==> config.mk <==
export PLATFORM = sky130hd
export DESIGN_NAME = uart_host_bridge
export DESIGN_NICKNAME = d
export VERILOG_FILES = /design/src/rtl/uart_proto_pkg.sv /design/src/rtl/uart_host_rx_framer.sv /design/src/rtl/uart_rx.sv /design/src/rtl/uart_tx.sv /design/src/rtl/uart_host_bridge.sv
export SDC_FILE = /design/constraint.sdc
export NUM_CORES = 1
export LEC_CHECK = 0
export CAP_MARGIN = 20
export CORE_ASPECT_RATIO = 1.1
export CORE_UTILIZATION = 45
export DETAILED_ROUTE_END_ITERATION = 10
export SYNTH_ARGS = -nofsm -noshare
export SYNTH_HDL_FRONTEND = slang
export SYNTH_SLANG_ARGS = --single-unit
==> constraint.sdc <==
create_clock -name i_CLK -period 13 [get_ports i_CLK]
set_input_delay 1.3 -clock i_CLK [delete_from_list [all_inputs] [get_ports i_CLK]]
set_output_delay 1.3 -clock i_CLK [all_outputs]
set_load 0.02 [all_outputs]
==> src/rtl/uart_proto_pkg.sv <==
// Shared protocol constants for the sensor UART link (host bridge and sensor controller).
package uart_proto_pkg;

   localparam logic [7:0]  HDR_M    = 8'h4D;
   localparam logic [7:0]  HDR_M_LC = 8'h6D;
   localparam logic [7:0]  HDR_A    = 8'h41;
   localparam logic [7:0]  HDR_A_LC = 8'h61;
   localparam logic [7:0]  OP_R     = 8'h52;
   localparam logic [7:0]  OP_S     = 8'h53;

   localparam int PAYLOAD_SHORT = 2;
   localparam int PAYLOAD_LONG  = 4;

   localparam logic [15:0] UART_CLKS_PER_BIT_DEF = 16'd2605;
   localparam logic [23:0] TIMEOUT_CLKS_DEF      = 24'd104200;

   typedef enum logic [1:0] {T_IDLE, T_LOAD, T_WAIT, T_NEXT} tx_state_t;
   typedef enum logic [1:0] {R_IDLE, R_PAYLOAD, R_DONE} rx_state_t;

   // Number of bytes put on the wire for a command opcode; 0 means drop it.
   function automatic logic [1:0] cmd_bytes(input logic [7:0] op);
      case (op)
         OP_R, OP_S:         return 2'd1;
         HDR_M_LC, HDR_A_LC: return 2'd2;
         default:            return 2'd0;
      endcase
   endfunction

   // Payload length following a frame header; 0 marks an invalid header.
   function automatic logic [2:0] frame_payload(input logic [7:0] hdr);
      case (hdr)
         HDR_A:                     return 3'(PAYLOAD_LONG);
         HDR_M, HDR_M_LC, HDR_A_LC: return 3'(PAYLOAD_SHORT);
         default:                   return 3'd0;
      endcase
   endfunction

endpackage

==> src/rtl/uart_host_rx_framer.sv <==
// Reassembles received bytes into 'A' (4-byte) and 'M'/'m'/'a' (2-byte) frames,
// with an inter-byte timeout and a saturating error counter.
module uart_host_rx_framer
   import uart_proto_pkg::*;
#(
   parameter logic [23:0] TIMEOUT_CLKS = TIMEOUT_CLKS_DEF
) (
   input  logic        i_CLK,
   input  logic        i_RST,
   input  logic        i_RX_DV,
   input  logic [7:0]  i_RX_BYTE,
   output logic [39:0] o_FRAME,
   output logic        o_FRAME_VALID,
   output logic        o_FRAME_LONG,
   output logic [7:0]  o_ERR_COUNT
);
   rx_state_t   r_state;
   logic [39:0] r_shift;
   logic [39:0] r_frame;
   logic        r_valid;
   logic        r_long;
   logic [7:0]  r_err;
   logic [1:0]  r_idx;
   logic [1:0]  r_last;
   logic [23:0] r_tmo_cnt;
   logic [39:0] w_shift_next;
   logic [2:0]  w_hdr_len;

   function automatic logic [7:0] sat_inc(input logic [7:0] v);
      return (v == 8'hFF) ? v : v + 8'd1;
   endfunction

   assign w_hdr_len     = frame_payload(i_RX_BYTE);
   assign o_FRAME       = r_frame;
   assign o_FRAME_VALID = r_valid;
   assign o_FRAME_LONG  = r_long;
   assign o_ERR_COUNT   = r_err;

   always_comb begin
      w_shift_next = r_shift;
      case (r_idx)
         2'd0:    w_shift_next[31:24] = i_RX_BYTE;
         2'd1:    w_shift_next[23:16] = i_RX_BYTE;
         2'd2:    w_shift_next[15:8]  = i_RX_BYTE;
         default: w_shift_next[7:0]   = i_RX_BYTE;
      endcase
   end

   always_ff @(posedge i_CLK or posedge i_RST) begin
      if (i_RST) begin
         r_state   <= R_IDLE;
         r_shift   <= '0;
         r_frame   <= '0;
         r_valid   <= 1'b0;
         r_long    <= 1'b0;
         r_err     <= '0;
         r_idx     <= '0;
         r_last    <= '0;
         r_tmo_cnt <= '0;
      end else begin
         r_valid <= 1'b0;
         case (r_state)
            R_IDLE: begin
               r_tmo_cnt <= '0;
               if (i_RX_DV) begin
                  if (w_hdr_len == 3'd0) begin
                     r_err <= sat_inc(r_err);
                  end else begin
                     r_shift <= {i_RX_BYTE, 32'h0};
                     r_idx   <= 2'd0;
                     r_last  <= 2'(w_hdr_len - 3'd1);
                     r_state <= R_PAYLOAD;
                  end
               end
            end
            // A byte arriving on the expiry cycle still counts; only silence drops the frame.
            R_PAYLOAD: begin
               if (i_RX_DV) begin
                  r_tmo_cnt <= '0;
                  r_shift   <= w_shift_next;
                  r_idx     <= r_idx + 2'd1;
                  if (r_idx == r_last) begin
                     r_frame <= w_shift_next;
                     r_long  <= (r_shift[39:32] == HDR_A);
                     r_valid <= 1'b1;
                     r_state <= R_DONE;
                  end
               end else if (r_tmo_cnt == TIMEOUT_CLKS) begin
                  r_tmo_cnt <= '0;
                  r_err     <= sat_inc(r_err);
                  r_state   <= R_IDLE;
               end else begin
                  r_tmo_cnt <= r_tmo_cnt + 24'd1;
               end
            end
            R_DONE:  r_state <= R_IDLE;
            default: r_state <= R_IDLE;
         endcase
      end
   end
endmodule

==> src/rtl/uart_rx.sv <==
// 8N1 UART receiver core; samples each bit at its centre and pulses o_Rx_DV on a valid stop bit.
module uart_rx #(
   parameter logic [15:0] CLKS_PER_BIT = 16'd2605
) (
   input  logic       i_Clock,
   input  logic       i_Rx_Serial,
   output logic       o_Rx_DV,
   output logic [7:0] o_Rx_Byte
);
   typedef enum logic [1:0] {S_IDLE, S_START, S_DATA, S_STOP} state_t;

   state_t      r_state;
   logic [15:0] r_cnt;
   logic [2:0]  r_bit;
   logic [7:0]  r_byte;
   logic        r_dv;
   logic        r_low_meta;
   logic        r_low;
   logic        w_bit_end;

   assign w_bit_end = (r_cnt == CLKS_PER_BIT - 16'd1);
   assign o_Rx_DV   = r_dv;
   assign o_Rx_Byte = r_byte;

   // Synchronizer holds the inverted line so the zero power-up value reads as idle.
   always_ff @(posedge i_Clock) begin
      r_low_meta <= ~i_Rx_Serial;
      r_low      <= r_low_meta;
      r_dv       <= 1'b0;
      r_cnt      <= w_bit_end ? 16'd0 : r_cnt + 16'd1;
      case (r_state)
         S_IDLE: begin
            r_cnt <= 16'd0;
            r_bit <= 3'd0;
            if (r_low) r_state <= S_START;
         end
         S_START: if (r_cnt == ((CLKS_PER_BIT - 16'd1) >> 1)) begin
            r_cnt   <= 16'd0;
            r_state <= r_low ? S_DATA : S_IDLE;
         end
         S_DATA: if (w_bit_end) begin
            r_byte[r_bit] <= ~r_low;
            r_bit         <= r_bit + 3'd1;
            if (r_bit == 3'd7) r_state <= S_STOP;
         end
         S_STOP: if (w_bit_end) begin
            r_dv    <= ~r_low;
            r_state <= S_IDLE;
         end
         default: r_state <= S_IDLE;
      endcase
   end
endmodule

==> src/rtl/uart_tx.sv <==
// 8N1 UART transmitter core; no reset, the all-zero power-up state is idle with the line high.
module uart_tx #(
   parameter logic [15:0] CLKS_PER_BIT = 16'd2605
) (
   input  logic       i_Clock,
   input  logic       i_Tx_DV,
   input  logic [7:0] i_Tx_Byte,
   output logic       o_Tx_Serial,
   output logic       o_Tx_Done
);
   typedef enum logic [1:0] {S_IDLE, S_START, S_DATA, S_STOP} state_t;

   state_t      r_state;
   logic [15:0] r_cnt;
   logic [2:0]  r_bit;
   logic [7:0]  r_data;
   logic        r_done;
   logic        w_bit_end;

   assign w_bit_end = (r_cnt == CLKS_PER_BIT - 16'd1);
   assign o_Tx_Done = r_done;

   always_comb begin
      case (r_state)
         S_START: o_Tx_Serial = 1'b0;
         S_DATA:  o_Tx_Serial = r_data[r_bit];
         default: o_Tx_Serial = 1'b1;
      endcase
   end

   always_ff @(posedge i_Clock) begin
      r_done <= 1'b0;
      r_cnt  <= w_bit_end ? 16'd0 : r_cnt + 16'd1;
      case (r_state)
         S_IDLE: begin
            r_cnt <= 16'd0;
            r_bit <= 3'd0;
            if (i_Tx_DV) begin
               r_data  <= i_Tx_Byte;
               r_state <= S_START;
            end
         end
         S_START: if (w_bit_end) r_state <= S_DATA;
         S_DATA: if (w_bit_end) begin
            r_bit <= r_bit + 3'd1;
            if (r_bit == 3'd7) r_state <= S_STOP;
         end
         S_STOP: if (w_bit_end) begin
            r_done  <= 1'b1;
            r_state <= S_IDLE;
         end
         default: r_state <= S_IDLE;
      endcase
   end
endmodule

==> src/rtl/uart_host_bridge.sv <==
// Host-side endpoint of the sensor UART link: serializes host commands onto TXD
// and hands complete sensor frames from RXD to the host as parallel words.
module uart_host_bridge
   import uart_proto_pkg::*;
#(
   parameter logic [15:0] UART_CLKS_PER_BIT = UART_CLKS_PER_BIT_DEF,
   parameter logic [23:0] TIMEOUT_CLKS      = TIMEOUT_CLKS_DEF
) (
   input  logic        i_CLK,
   input  logic        i_RST,
   input  logic        i_UART_RXD,
   output logic        o_UART_TXD,
   input  logic [15:0] i_CMD,
   input  logic        i_CMD_VALID,
   output logic        o_CMD_READY,
   output logic [39:0] o_FRAME,
   output logic        o_FRAME_VALID,
   output logic        o_FRAME_LONG,
   output logic [7:0]  o_ERR_COUNT
);
   tx_state_t   r_tx_state;
   logic [15:0] r_cmd;
   logic [1:0]  r_left;
   logic        r_cmd_ready;
   logic        r_tx_dv;
   logic        w_tx_done;
   logic        w_rx_dv;
   logic [7:0]  w_rx_byte;
   logic [1:0]  w_cmd_len;

   assign w_cmd_len   = cmd_bytes(i_CMD[15:8]);
   assign o_CMD_READY = r_cmd_ready;

   // The byte on the wire is always r_cmd[15:8]; T_NEXT shifts the address up.
   always_ff @(posedge i_CLK or posedge i_RST) begin
      if (i_RST) begin
         r_tx_state  <= T_IDLE;
         r_cmd       <= '0;
         r_left      <= '0;
         r_cmd_ready <= 1'b0;
         r_tx_dv     <= 1'b0;
      end else begin
         case (r_tx_state)
            T_IDLE: begin
               r_cmd_ready <= 1'b1;
               if (i_CMD_VALID && r_cmd_ready) begin
                  r_cmd       <= i_CMD;
                  r_left      <= w_cmd_len;
                  r_tx_dv     <= (w_cmd_len != 2'd0);
                  r_cmd_ready <= 1'b0;
                  r_tx_state  <= T_LOAD;
               end
            end
            T_LOAD: begin
               r_tx_dv    <= 1'b0;
               r_tx_state <= (r_left == 2'd0) ? T_IDLE : T_WAIT;
            end
            T_WAIT: if (w_tx_done) r_tx_state <= T_NEXT;
            T_NEXT: begin
               r_cmd  <= {r_cmd[7:0], 8'h00};
               r_left <= r_left - 2'd1;
               if (r_left == 2'd1) begin
                  r_cmd_ready <= 1'b1;
                  r_tx_state  <= T_IDLE;
               end else begin
                  r_tx_dv    <= 1'b1;
                  r_tx_state <= T_LOAD;
               end
            end
            default: r_tx_state <= T_IDLE;
         endcase
      end
   end

   uart_tx #(.CLKS_PER_BIT(UART_CLKS_PER_BIT)) u_tx (
      .i_Clock     (i_CLK),
      .i_Tx_DV     (r_tx_dv),
      .i_Tx_Byte   (r_cmd[15:8]),
      .o_Tx_Serial (o_UART_TXD),
      .o_Tx_Done   (w_tx_done)
   );

   uart_rx #(.CLKS_PER_BIT(UART_CLKS_PER_BIT)) u_rx (
      .i_Clock     (i_CLK),
      .i_Rx_Serial (i_UART_RXD),
      .o_Rx_DV     (w_rx_dv),
      .o_Rx_Byte   (w_rx_byte)
   );

   uart_host_rx_framer #(.TIMEOUT_CLKS(TIMEOUT_CLKS)) u_framer (
      .i_CLK         (i_CLK),
      .i_RST         (i_RST),
      .i_RX_DV       (w_rx_dv),
      .i_RX_BYTE     (w_rx_byte),
      .o_FRAME       (o_FRAME),
      .o_FRAME_VALID (o_FRAME_VALID),
      .o_FRAME_LONG  (o_FRAME_LONG),
      .o_ERR_COUNT   (o_ERR_COUNT)
   );
endmodule

==> impl_metrics.env <==
export IMPL_vias=6234
export IMPL_finalMaxSlewViolations=0
export IMPL_area_delta_synth_final_pct=18.1
export IMPL_synth_avg_cell_area_um2=10.5
export IMPL_layout_setup_ws_ns=9.46
export IMPL_cts_tree="yes"
export IMPL_setup_tns_ns=0
export IMPL_ys_async_sr_fraction_pct=69.6
export IMPL_io_buffers=71
export IMPL_grt_pass1_vias=5985
export IMPL_yosys_top_cells_count="dfrtp_1, nor2_1, nand2_1"
export IMPL_startpoint_type="flop"
export IMPL_routed_wl_um=18200
export IMPL_syn_inst=865
export IMPL_worstPathMaxFanout=4
export IMPL_yosysMostFrequentCell="dfrtp_1"
export IMPL_crit_family="multiplexers"
export IMPL_n_antenna_cell=0
export IMPL_yosysWarnings=0
export IMPL_place_ws_ns=9.76
export IMPL_ir_worst_vdd_mv=0.0940
export IMPL_grt_pass1_wl_um=30600
export IMPL_rsz0062_at_grt="false"
export IMPL_drc=0
export IMPL_fin_crit_sh_pct=27.2
export IMPL_cp_slowest_cell="clkdlybuf4s50_1"
export IMPL_ant_nets=0
export IMPL_clk_latency_ns=0.49
export IMPL_finalHoldViolCount=0
export IMPL_syn_nets=908
export IMPL_overflow=0
export IMPL_grt_max_degree=77
export IMPL_place_congestion=0.771
export IMPL_slew_headroom_pct=40.8
export IMPL_nNetsFinal=963
export IMPL_synth_seq_cells=204
export IMPL_coreArea_um2=19900
export IMPL_p_sw_mw=0.331
export IMPL_drtPass1Iterations=5
export IMPL_htreeDepth=1
export IMPL_sw_frac_of_total_pct=23.1
export IMPL_critical_path_cell_chain="mux4_2, mux2i_1, mux2i_1, clkdlybuf4s50_1"
export IMPL_synth_top_area_share_pct=39.0
export IMPL_critPathMaxStageDelay_ns=0.54
export IMPL_finalClockSkew_ns=0.00801
export IMPL_synth_top_area_cell="dfrtp_1"
export IMPL_die_h_um=151
export IMPL_period_needed_ns=3.54
export IMPL_pin_count=72
export IMPL_worst_path_buf_inv=1
export IMPL_max_freq_mhz=283
export IMPL_dp_hpwl_um=12100
export IMPL_required_ns=11.70
export IMPL_start_util_pct=45.9
export IMPL_cts_sink_count=204
export IMPL_crit_arrival_ns=2.24
export IMPL_cts_buffers=22
export IMPL_viasPerCell=5.25
export IMPL_ctsHoldBuffers=0
export IMPL_drt_iter0_markers=326
export IMPL_root_buffer="clkbuf_16"
export IMPL_power_mw=1.44
export IMPL_pwr_share_seq_pct=48.9
export IMPL_cap_violations=0
export IMPL_intPower_mw=1.11
export IMPL_grt_usage_pct=18.4
export IMPL_ys_seq_area_share_pct=55.4
export IMPL_die_x_um=138
export IMPL_setup_viol=0
export IMPL_power_density_nw_per_um2=133
export IMPL_crit_path_end_kind="output pin"
export IMPL_clk_path_buf_depth=3
export IMPL_leakage_nw=4.70
export IMPL_synth_edff_count=26
export IMPL_status="completed"
export IMPL_post_drt_wl_per_cell_um=15.4
export IMPL_hold_path_class="flop to flop"
export IMPL_crit_type="flop to output pin"
export IMPL_synth_cell_types=52
export IMPL_cts_setup_buffers=0
export IMPL_syn_area_um2=9120
export IMPL_pwr_share_comb_pct=7.0
export IMPL_rows=54
export IMPL_cts_resized=0
export IMPL_clk_pin_slew_ns=0.06
export IMPL_yosys_most_used_dff="dfrtp_1"
export IMPL_antenna_found_initial=0
export IMPL_final_layout_size_suffix_gt1_share_pct=7.05
export IMPL_die_area_um2=20800
export IMPL_tightest_slew_ns=0.879
export IMPL_netlist_top_cells_area="dfrtp_1, edfxtp_1, dfxtp_1"
export IMPL_clockPowerShare_pct=44.1
export IMPL_cp_common_cell="mux2i_1"
==> cell families after synthesis <==
| kind of cell | after synthesis | synth area share (%) |
|---|---|---|
| XOR/XNOR | 52 | 4.99 |
| AND/OR/NAND/NOR | 343 | 18.5 |
| adder cells (fa/ha/maj) | 23 | 3.15 |
| multiplexers | 50 | 5.99 |
| flip-flops | 204 | 55.4 |
| AO/OA/AOI/OAI | 121 | 8.93 |
| buffers and inverters | 72 | 3.04 |
==> path summary, 6_finish.rpt <==
kind	startpoint	depth (start not counted)	slack, ns	end
max in group asynchronous	i_RST	3	10.39	u_framer.o_FRAME[16]
worst min-delay path	u_rx.r_low_meta	0	0.37	u_rx.r_low
worst max-delay path	u_tx.r_bit[0]	4	9.46	o_UART_TXD
min in group asynchronous	i_RST	2	1.28	r_cmd[4]
worst max register to register	u_framer.r_tmo_cnt[19]	5	10.19	u_framer.r_tmo_cnt[13]
worst min register to register	u_rx.r_low_meta	0	0.37	u_rx.r_low
==> layer usage <==
layer	track usage, %	vias to the layer above	share of wire, %
met1	27.1	3004	50
met3	2.44	20	2.9
met2	28.6	83	46
met5	0	-	0
li1	-	3127	-
met4	4.35	0	1.4
==> power by group through the flow <==
| stage | Clock (mW) | Combinational (mW) | Sequential, mW |
|---|---|---|---|
| 3_5_place_dp | 0 | 0.102 | 0.715 |
| 3_3_place_gp | 0 | 0.0984 | 0.715 |
| 2_1_floorplan | 0 | 0.0768 | 0.706 |
| 4_1_cts | 0.650 | 0.102 | 0.703 |
| 6_report | 0.634 | 0.101 | 0.703 |
| 5_1_grt | 0.676 | 0.118 | 0.707 |
==> cell usage in the layout (no fill, tap or decap), types with 24 or more instances in the layout <==
cell type        count
dfxtp_1             36
nand2_1             65
nor2_1             116
nand3_1             41
a21oi_1             42
inv_1               25
xnor2_1             24
mux2i_1             34
xor2_1              28
edfxtp_1            26
dfrtp_1            142
a22o_1              31
clkdlybuf4s50_1     71
==> final cells by class <==
| class | count | area, um^2 |
|---|---|---|
| Clock buffer | 31 | 646 |
| Tap cell | 252 | 315 |
| Sequential cell | 204 | 5050 |
| Clock inverter | 9 | 98.8 |
| Multi-Input combinational cell | 589 | 3790 |
| Fill cell | 1820 | 9090 |
| Timing Repair Buffer | 77 | 759 |
| Inverter | 26 | 103 |
==> sequential cells by signal, summed over array words and instances (netlist names), 3 cells and up, named ones only <==
| name | count |
|---|---|
| r_cmd | 16 |
| u_framer.o_ERR_COUNT | 8 |
| u_framer.o_FRAME | 40 |
| u_framer.r_shift | 40 |
| u_framer.r_tmo_cnt | 24 |
| u_rx.o_Rx_Byte | 8 |
| u_rx.r_bit | 3 |
| u_rx.r_cnt | 16 |
| u_tx.r_bit | 3 |
| u_tx.r_cnt | 16 |
| u_tx.r_data | 8 |
==> per-stage QoR <==
| stage | util (%) | cells | hold slack (ns) | area [um^2] |
|---|---|---|---|---|
| after floorplan | - | 865 | 0.310 | 9120 |
| after global placement | 50.4 | 1146 | 0.350 | 10000 |
| after detailed placement | 50.5 | 1148 | 0.353 | 10000 |
| after CTS | 54.2 | 1188 | 0.361 | 10800 |
| after global routing | 54.2 | 1188 | 0.362 | 10800 |
| final | 54.2 | 1188 | 0.367 | 10800 |
Note: power is estimated with default switching activity, not from simulation.
